File: config.mk
export PLATFORM = sky130hd
export DESIGN_NAME = conv_frame_sequencer
export DESIGN_NICKNAME = d
export VERILOG_FILES = /design/src/rtl/conv_pkg.sv /design/src/rtl/conv_valid_pipe.sv /design/src/rtl/conv_frame_sequencer.sv
export SDC_FILE = /design/constraint.sdc
export NUM_CORES = 1
export LEC_CHECK = 0
export ABC_AREA = 1
export CAP_MARGIN = 0
export CORE_UTILIZATION = 50
export CTS_BUF_LIST = sky130_fd_sc_hd__clkbuf_8
export DETAILED_ROUTE_END_ITERATION = 10
export GPL_TIMING_DRIVEN = 0
export MAX_ROUTING_LAYER = met4
export PLACE_DENSITY = 0.72
export SLEW_MARGIN = 30
export SYNTH_ARGS = -nofsm -noshare
export SYNTH_HDL_FRONTEND = slang
export SYNTH_SLANG_ARGS = --single-unit
File: constraint.sdc
create_clock -name clk -period 1.5 [get_ports clk]
set_input_delay 0.225 -clock clk [delete_from_list [all_inputs] [get_ports clk]]
set_output_delay 0.225 -clock clk [all_outputs]
set_load 0.005 [all_outputs]
File: src/rtl/conv_pkg.sv
// Shared definitions for the 3x3 convolution sequencer.
// Holds the sequencer state encoding, kernel geometry and the bit layout of
// the tracking word that travels alongside each window through the MAC pipe.
package conv_pkg;

    typedef enum logic [1:0] {
        IDLE  = 2'd0,
        RUN   = 2'd1,
        DRAIN = 2'd2,
        DONE  = 2'd3
    } seqState_e;

    // Square convolution kernel edge; a window completes once KERNEL-1
    // rows and columns of history are available.
    localparam int KERNEL = 3;

    // Tracking word: one bit each for window valid, end-of-line, end-of-frame.
    localparam int TRK_W     = 3;
    localparam int TRK_VALID = 0;
    localparam int TRK_EOL   = 1;
    localparam int TRK_LAST  = 2;

    // Counter width that still works for degenerate sizes of 1.
    function automatic int cntWidth(input int n);
        return (n > 1) ? $clog2(n) : 1;
    endfunction

endpackage

File: src/rtl/conv_valid_pipe.sv
// Enable-gated shift register carrying the window tracking word through the
// MAC pipeline. It advances in lockstep with the MAC datapath registers so
// that the valid/eol/last flags leave at the same time as the result.
module conv_valid_pipe
    import conv_pkg::*;
#(
    parameter int PIPE_LAT = 3
) (
    input  logic             clk,
    input  logic             rst_n,
    input  logic             en_i,
    input  logic [TRK_W-1:0] trk_i,
    output logic [TRK_W-1:0] trk_o,
    output logic             anyValid_o
);

    logic [PIPE_LAT-1:0][TRK_W-1:0] stage_q;
    logic [PIPE_LAT-1:0][TRK_W-1:0] stage_d;

    // Next contents of every stage when the pipeline advances by one slot.
    always_comb begin
        stage_d    = stage_q;
        stage_d[0] = trk_i;
        for (int i = 1; i < PIPE_LAT; i++) begin
            stage_d[i] = stage_q[i-1];
        end
    end

    // Stage registers; they only move when the MAC pipeline is enabled.
    always_ff @(posedge clk) begin
        if (!rst_n) begin
            stage_q <= '0;
        end else if (en_i) begin
            stage_q <= stage_d;
        end
    end

    // Any window still in flight anywhere in the pipe keeps the frame draining.
    always_comb begin
        anyValid_o = 1'b0;
        for (int i = 0; i < PIPE_LAT; i++) begin
            anyValid_o = anyValid_o | stage_q[i][TRK_VALID];
        end
    end

    assign trk_o = stage_q[PIPE_LAT-1];

endmodule

File: src/rtl/conv_frame_sequencer.sv
// Frame sequencer for the 3x3 convolution datapath.
// Counts incoming pixels, gates the line buffer and MAC pipeline, tracks which
// pipeline slots hold real windows and frames the output AXI-Stream. A single
// start pulse runs one frame; frame_done pulses once every window has left.
module conv_frame_sequencer
    import conv_pkg::*;
#(
    parameter int IMG_W    = 64,
    parameter int IMG_H    = 64,
    parameter int PIPE_LAT = 3
) (
    input  logic clk,
    input  logic rst_n,
    input  logic start,
    input  logic s_axis_tvalid,
    output logic s_axis_tready,
    input  logic s_axis_tlast,
    output logic lb_shift_en,
    output logic pipe_en,
    output logic m_axis_tvalid,
    input  logic m_axis_tready,
    output logic m_axis_tlast,
    output logic m_axis_tuser,
    output logic busy,
    output logic frame_done,
    output logic frame_err
);

    localparam int COL_W = cntWidth(IMG_W);
    localparam int ROW_W = cntWidth(IMG_H);

    localparam logic [COL_W-1:0] COL_LAST  = COL_W'(IMG_W - 1);
    localparam logic [ROW_W-1:0] ROW_LAST  = ROW_W'(IMG_H - 1);
    localparam logic [COL_W-1:0] COL_FIRST = COL_W'(KERNEL - 1);
    localparam logic [ROW_W-1:0] ROW_FIRST = ROW_W'(KERNEL - 1);

    seqState_e        state_q, state_d;
    logic [COL_W-1:0] col_q, col_d;
    logic [ROW_W-1:0] row_q, row_d;
    logic             frameErr_q, frameErr_d;

    logic             acc;
    logic             colLast;
    logic             lastPix;
    logic             winValid;
    logic [TRK_W-1:0] trkIn;
    logic [TRK_W-1:0] trkOut;
    logic             anyInFlight;

    // A stalled output beat freezes the whole MAC pipeline. The enable only
    // looks at the registered output valid, so there is no path from the
    // input valid back to the input ready.
    assign pipe_en     = ~(m_axis_tvalid & ~m_axis_tready);
    assign acc         = s_axis_tvalid & s_axis_tready;
    assign lb_shift_en = acc;

    assign colLast  = (col_q == COL_LAST);
    assign lastPix  = colLast & (row_q == ROW_LAST);
    assign winValid = acc & (row_q >= ROW_FIRST) & (col_q >= COL_FIRST);
    assign trkIn    = {winValid & lastPix, winValid & colLast, winValid};

    conv_valid_pipe #(
        .PIPE_LAT (PIPE_LAT)
    ) u_validPipe (
        .clk        (clk),
        .rst_n      (rst_n),
        .en_i       (pipe_en),
        .trk_i      (trkIn),
        .trk_o      (trkOut),
        .anyValid_o (anyInFlight)
    );

    assign m_axis_tvalid = trkOut[TRK_VALID];
    assign m_axis_tuser  = trkOut[TRK_EOL]  & m_axis_tvalid;
    assign m_axis_tlast  = trkOut[TRK_LAST] & m_axis_tvalid;

    // Sequencer state register.
    always_ff @(posedge clk) begin
        if (!rst_n) begin
            state_q <= IDLE;
        end else begin
            state_q <= state_d;
        end
    end

    // Frame progression: run until the final pixel is taken, then wait for
    // the pipeline to empty before reporting completion for one cycle.
    always_comb begin
        state_d = state_q;
        unique case (state_q)
            IDLE:    if (start)         state_d = RUN;
            RUN:     if (acc & lastPix) state_d = DRAIN;
            DRAIN:   if (!anyInFlight)  state_d = DONE;
            DONE:                       state_d = IDLE;
            default:                    state_d = IDLE;
        endcase
    end

    // Status and input-side handshake decoded from the current state.
    always_comb begin
        s_axis_tready = (state_q == RUN) & pipe_en;
        busy          = (state_q != IDLE);
        frame_done    = (state_q == DONE);
    end

    // Pixel position: column wraps into the next row; the row never wraps
    // because the final pixel moves the sequencer out of RUN.
    always_comb begin
        col_d = col_q;
        row_d = row_q;
        if ((state_q == IDLE) && start) begin
            col_d = '0;
            row_d = '0;
        end else if (acc) begin
            if (colLast) begin
                col_d = '0;
                if (!lastPix) begin
                    row_d = row_q + ROW_W'(1);
                end
            end else begin
                col_d = col_q + COL_W'(1);
            end
        end
    end

    // Pixel position registers.
    always_ff @(posedge clk) begin
        if (!rst_n) begin
            col_q <= '0;
            row_q <= '0;
        end else begin
            col_q <= col_d;
            row_q <= row_d;
        end
    end

    // Sticky framing error: the input end marker must coincide exactly with
    // the final pixel. Cleared only when a new frame is launched.
    always_comb begin
        frameErr_d = frameErr_q;
        if ((state_q == IDLE) && start) begin
            frameErr_d = 1'b0;
        end else if (acc && (s_axis_tlast != lastPix)) begin
            frameErr_d = 1'b1;
        end
    end

    // Framing error register.
    always_ff @(posedge clk) begin
        if (!rst_n) begin
            frameErr_q <= 1'b0;
        end else begin
            frameErr_q <= frameErr_d;
        end
    end

    assign frame_err = frameErr_q;

endmodule

==> results.sh, run 1 <==
export IMPL_dp_slack_ns=-0.434
export IMPL_worst_hold_startpoint="frame_err$_SDFFE_PP0P_"
export IMPL_pwr_density_cell_nw_per_um2=1060
export IMPL_setup_violations=0
export IMPL_ir_drop_v=0.000978
export IMPL_io_pins=15
export IMPL_dp_cells=211
export IMPL_cp_start_kind="input port"
export IMPL_num_vias=1133
export IMPL_syn_area_per_cell_um2=7.47
export IMPL_rrSetupSlack_ns=0.07
export IMPL_ys_top_cells_by_area="dfxtp_1 (38%), ha_1 (8.9%), nand2_1 (8.6%)"
export IMPL_area_delta_synth_final_pct=34.5
export IMPL_drc_errors=0
export IMPL_grt_pass1_vias=1022
export IMPL_yosysMostFrequentCell="nand2_1"
export IMPL_antenna_found_initial=0
export IMPL_hold_buffers=0
export IMPL_finalNetCount=216
export IMPL_synth_edff_count=0
export IMPL_syn_area_um2=1260
export IMPL_drt_iter0_drc=17
export IMPL_placed_cell_area_um2=1440
export IMPL_power_net_switching_uw=599
export IMPL_clkSlewWorstSetupHoldPaths_ns=0.08
export IMPL_initial_core_util=0.550
export IMPL_ant_nets=0
export IMPL_max_stage_delay_ns=0.45
export IMPL_timing_rr_end="row_q[1]$_SDFFE_PP0P_"
export IMPL_swShare=0.333
export IMPL_ys_types=24
export IMPL_overflow=0
export IMPL_diodes=0
export IMPL_fin_area_um2=1700
export IMPL_io_buffers=14
export IMPL_synthCells=169
export IMPL_hold_violations=0
export IMPL_syn_nets=184
export IMPL_clk_latency_ns=0.26
export IMPL_gp_congestion=0.812
export IMPL_worstPathRequired_ns=1.65
export IMPL_slew_viol_final=0
export IMPL_grt_usage=0.213
export IMPL_rows=17
export IMPL_die_area_um2=2730
export IMPL_skew_ns=0.00125
export IMPL_slew_headroom=0.792
export IMPL_ys_warn_count=0
export IMPL_synth_seq_cells=24
export IMPL_worst_pin_slew_ns=0.311
export IMPL_reg2reg_from="col_q[0]$_SDFFE_PP0P_"
export IMPL_synth_top_cell_area_share=0.381
export IMPL_cts_root_buffer="clkbuf_8"
export IMPL_met3_wirelength_um=70
export IMPL_whs_path_depth=2
export IMPL_crit_chain="clkdlybuf4s50_1, inv_1, nand2_4, buf_6, buf_4, nand3_2, or2_2, o21ai_2, a21oi_1"
export IMPL_ys_dominant_reg_cell="dfxtp_1"
export IMPL_fin_crit_ns=1.48
export IMPL_final_setup_tns_ns=0
export IMPL_cts_tree="done"
export IMPL_highest_layer="met4"
export IMPL_via_per_inst=4.99
export IMPL_place_hpwl_um=1650
export IMPL_cp_max_fo=8
export IMPL_pwr_share_clk=0.205
export IMPL_critical_path_class="in2reg"
export IMPL_wl_per_cell_um=11.4
export IMPL_fmax_ghz=0.674
export IMPL_floorplan_die_height_um=52.3
export IMPL_stdcell_count=227
export IMPL_yosysTopAreaCell="dfxtp_1"
export IMPL_min_path_type="reg2reg"
export IMPL_ys_top_cells_by_count="nand2_1 (29), nor2_1 (25), dfxtp_1 (24)"
export IMPL_min_to="frame_err$_SDFFE_PP0P_"
export IMPL_power_frac_comb=0.389
export IMPL_grt_first_pass_wirelength_um=4170
export IMPL_finalCritPeriodShare=0.989
export IMPL_met2_length_um=1280
export IMPL_critPathCaptureType="register"
export IMPL_drt_met1_wl_um=1210
export IMPL_internal_power_uw=1200
export IMPL_cts_sinks=24
export IMPL_wl_um=2580
export IMPL_core_region_area_um2=2300
export IMPL_synthArstFlopShare=0
export IMPL_cts_path_max_buffers=2
export IMPL_htreeDepth=1
export IMPL_drt_pass1_iter_count=4
export IMPL_grt_max_degree=13
export IMPL_rsz0062_at_grt="true"
export IMPL_cap_violations=0
export IMPL_fin_ws_ns=0.0159
export IMPL_p_leak_uw=0.000733
export IMPL_die_width_um=52.3
export IMPL_seqPwrFrac=0.406
export IMPL_worstPathArrival_ns=1.64
export IMPL_reg2reg_depth=7
export IMPL_ys_seq_area_frac=0.381
export IMPL_drive_gt1_frac=0.266
export IMPL_numCtsBuffers=3
export IMPL_crit_slowest_cell="clkdlybuf4s50_1"
export IMPL_status="completed"
export IMPL_finalPower_uw=1800
[repair_timing]
action,CTS,global route
pin swaps,4,5
resized for setup,19,26
endpoints found under the setup margin,9,14
setup buffers,10,3
[flip-flops by register name, summed over array words and instances (netlist names)]
signal,cells
row_q,6
state_q,2
frame_err,1
col_q,6
u_validPipe.stage_d,6
u_validPipe.trk_o,3
[how the worst max path moves through the flow]
stage,from,end,slack (ns),depth (start not counted)
2_1_floorplan,col_q[1]$_SDFFE_PP0P_,row_q[1]$_SDFFE_PP0P_,0.16,6
3_3_place_gp,m_axis_tready,lb_shift_en,-0.43,7
3_5_place_dp,m_axis_tready,lb_shift_en,-0.43,7
4_1_cts,state_q[1]$_SDFFE_PN0P_,lb_shift_en,-0.03,6
5_1_grt,state_q[1]$_SDFFE_PN0P_,col_q[5]$_SDFFE_PP0P_,-0.02,11
6_report,m_axis_tready,col_q[4]$_SDFFE_PP0P_,0.02,9
[logic make-up after synthesis]
| group | count (synthesis) | synth area share |
|---|---|---|
| and+or+nand+nor | 78 | 0.297 |
| AOI/OAI and AO/OA | 30 | 0.128 |
| buffers and inverters | 24 | 0.0773 |
| DFF | 24 | 0.381 |
| adders and majority gates | 9 | 0.0892 |
| xor gates and xnor gates | 4 | 0.0277 |
[power groups by stage]
stage / combinational (uW) / sequential, uW / clock, uW
after floorplan: 353 / 717 / 0
after global routing: 782 / 736 / 413
after detailed placement: 517 / 725 / 0
after global placement: 508 / 723 / 0
final: 700 / 731 / 369
after CTS: 617 / 722 / 381
[cell type report]
class / count / area, um2
Timing Repair Buffer: 27 / 250
Tap cell: 28 / 35.0
Sequential cell: 24 / 502
Clock buffer: 3 / 41.3
Buffer: 1 / 11.3
Inverter: 23 / 88.8
Multi-Input combinational cell: 121 / 769
Fill cell: 175 / 599
[per-layer routing]
metal,up-vias,GRT usage
met2,11,0.355
met4,0,0.0658
met1,514,0.253
met3,3,0.0551
met5,-,-
li1,605,-
[worst max-delay path, delay by kind of cell]
family / cells / cell delay (ns)
AND/OR/NAND/NOR: 3 / 0.49
buffers and inverters: 4 / 0.73
AO/OA/AOI/OAI: 2 / 0.18
[cell usage in the layout, fill, tap and decap left out, types with 2 or more instances in the layout]
master / instances
nand2_1: 27
nor2_1: 24
inv_1: 19
dfxtp_1: 17
a21oi_1: 16
buf_4: 11
nand3_1: 9
o21ai_0: 8
clkdlybuf4s50_1: 7
ha_1: 5
dfxtp_4: 5
nand3_2: 4
xor2_1: 4
inv_2: 3
clkbuf_8: 3
dlygate4sd2_1: 3
nand2_4: 2
buf_6: 2
nor2_2: 2
nand2_2: 2
nand3_4: 2
nand4_1: 2
a21oi_2: 2
ha_4: 2
ha_2: 2
dlymetal6s2s_1: 2
dfxtp_2: 2
[stage by stage]
step / hold WS [ns] / utilization
floorplan: 0.346 / -
global placement: 0.441 / 0.626
detailed placement: 0.442 / 0.626
CTS: 0.457 / 0.690
global route: 0.480 / 0.739
finish: 0.454 / 0.739
No activity file was read; power rests on OpenSTA's default activity.
==> run 2, diff against run 1 <==
PLACE_DENSITY = 0.81   (was 0.72)
SKIP_CTS_REPAIR_TIMING = 1   (was not set)
==> results.sh, run 2 (synthesis gave the netlist of run 1 again) <==
export IMPL_status="complete, but fails checks"
export IMPL_failed_checks="setup timing"
export IMPL_slew_viol_final=0
export IMPL_cp_top_family="flip-flops"
export IMPL_pwr_density_cell_nw_per_um2=1240
export IMPL_die_area_um2=2730
export IMPL_cts_root_buffer="clkbuf_8"
export IMPL_drc_errors=0
export IMPL_via_per_inst=5.44
export IMPL_stdcell_count=228
export IMPL_critical_path_class="reg2out"
export IMPL_wl_per_cell_um=15.0
export IMPL_fillers=159
export IMPL_finalCritPeriodShare=1.03
export IMPL_dp_cells=211
export IMPL_critPathCaptureType="primary output"
export IMPL_placed_cell_area_um2=1440
export IMPL_area_delta_synth_final_pct=38.6
export IMPL_die_width_um=52.3
export IMPL_setup_violations=2
export IMPL_drt_iter0_drc=20
export IMPL_fin_ws_ns=-0.0392
export IMPL_initial_core_util=0.550
export IMPL_fin_util=0.761
export IMPL_fmax_ghz=0.650
export IMPL_max_stage_delay_ns=0.37
export IMPL_worst_path_most_repeated_cell="buf_6"
export IMPL_cp_start_kind="register"
export IMPL_dp_slack_ns=-0.465
export IMPL_p_leak_uw=0.000784
export IMPL_grt_first_pass_wirelength_um=4240
export IMPL_io_pins=15
export IMPL_overflow=0
export IMPL_wl_um=3420
export IMPL_cp_num_buf_inv=3
export IMPL_slew_headroom=0.771
export IMPL_cts_tree="done"
export IMPL_crit_chain="buf_6, ha_4, nand2_4, nor2_8, buf_6, buf_6"
export IMPL_worstPathArrival_ns=1.31
export IMPL_rsz0062_at_grt="true"
export IMPL_skew_ns=0.00498
export IMPL_final_cell_mix="nand2_1 (28), nor2_1 (24), inv_1 (19), dfxtp_1 (17), a21oi_1 (15)"
export IMPL_cp_max_fo=4
export IMPL_gp_congestion=0.774
export IMPL_drt_pass1_iter_count=4
export IMPL_floorplan_die_height_um=52.3
export IMPL_drive_gt1_frac=0.275
export IMPL_grt_pass1_vias=1029
export IMPL_worst_pin_slew_ns=0.342
export IMPL_ant_nets=0
export IMPL_rrSetupSlack_ns=-0.01
export IMPL_final_common_cell="nand2_1"
export IMPL_num_vias=1241
export IMPL_antenna_found_initial=0
export IMPL_place_hpwl_um=1880
export IMPL_ir_drop_v=0.00106
export IMPL_rows=17
export IMPL_diodes=0
export IMPL_final_setup_tns_ns=-0.0473
export IMPL_grt_max_degree=15
export IMPL_clk_latency_ns=0.28
export IMPL_cts_sinks=24
export IMPL_htreeDepth=1
export IMPL_min_path_type="reg2reg"
export IMPL_crit_slowest_cell="dfxtp_4"
export IMPL_cap_violations=0
export IMPL_fin_area_um2=1750
export IMPL_io_buffers=14
export IMPL_numCtsBuffers=3
export IMPL_fin_crit_ns=1.54
export IMPL_grt_usage=0.217
export IMPL_finalNetCount=216
export IMPL_core_region_area_um2=2300
export IMPL_hold_violations=0
export IMPL_worstPathRequired_ns=1.27
export IMPL_cts_path_max_buffers=2
export IMPL_clkSlewWorstSetupHoldPaths_ns=0.09
## run 2: cell count changes in the layout (fill, tap and decap cells not counted), moves of 2 or more
| cell | change |
|---|---|
| buf_6 | +3 |
| dlygate4sd2_1 | -3 |
| nand3_2 | +2 |
| dlymetal6s2s_1 | +4 |
## run 2: worst min-delay path, delay by kind of cell, from the launching register on
family             cells  cell delay [ns]
AOI/OAI and AO/OA      1             0.06
DFF                    1             0.32
and+or+nand+nor        1             0.06
## run 2: final timing paths
kind                                        from                             endpoint  cells after the start
max                      state_q[0]$_SDFFE_PN0P_                          lb_shift_en                      6
min          u_validPipe.stage_d[4]$_SDFFE_PN0N_  u_validPipe.stage_d[4]$_SDFFE_PN0N_                      2
max reg2reg              state_q[0]$_SDFFE_PN0P_                row_q[1]$_SDFFE_PP0P_                      8
min reg2reg  u_validPipe.stage_d[4]$_SDFFE_PN0N_  u_validPipe.stage_d[4]$_SDFFE_PN0N_                      2
## run 2: per-stage QoR
step	total power, uW	hold slack, ns
3_5_place_dp	1270	0.444
5_1_grt	2270	0.512
4_1_cts	1840	0.456
3_3_place_gp	1220	0.440
2_1_floorplan	1070	0.346
6_report	2160	0.485
## run 2: layout make-up
class	count	area (um2)	area share
flip-flops and latches	24	502	0.287
plain buffers	1	11.3	0.00644
repair buffers	27	265	0.152
well taps	28	35.0	0.0200
inverters	23	91.3	0.0522
clock inverters	1	30.0	0.0172
clock buffers	3	41.3	0.0236
multi-input cells	121	773	0.442
## run 2: where the power goes
group	leakage (uW)	internal, uW	switching, uW
Combinational	0.000549	402	451
Sequential	0.000198	688	44.5
Clock	0.0000357	358	219
Total	0.000784	1450	715
## run 2: routing by layer
metal | up-vias | global-route usage | part of all wire
met3 | 17 | 0.0522 | 0.049
met5 | - | - | 0
met1 | 573 | 0.241 | 0.39
met2 | 46 | 0.363 | 0.52
li1 | 605 | - | -
met4 | 0 | 0.110 | 0.044
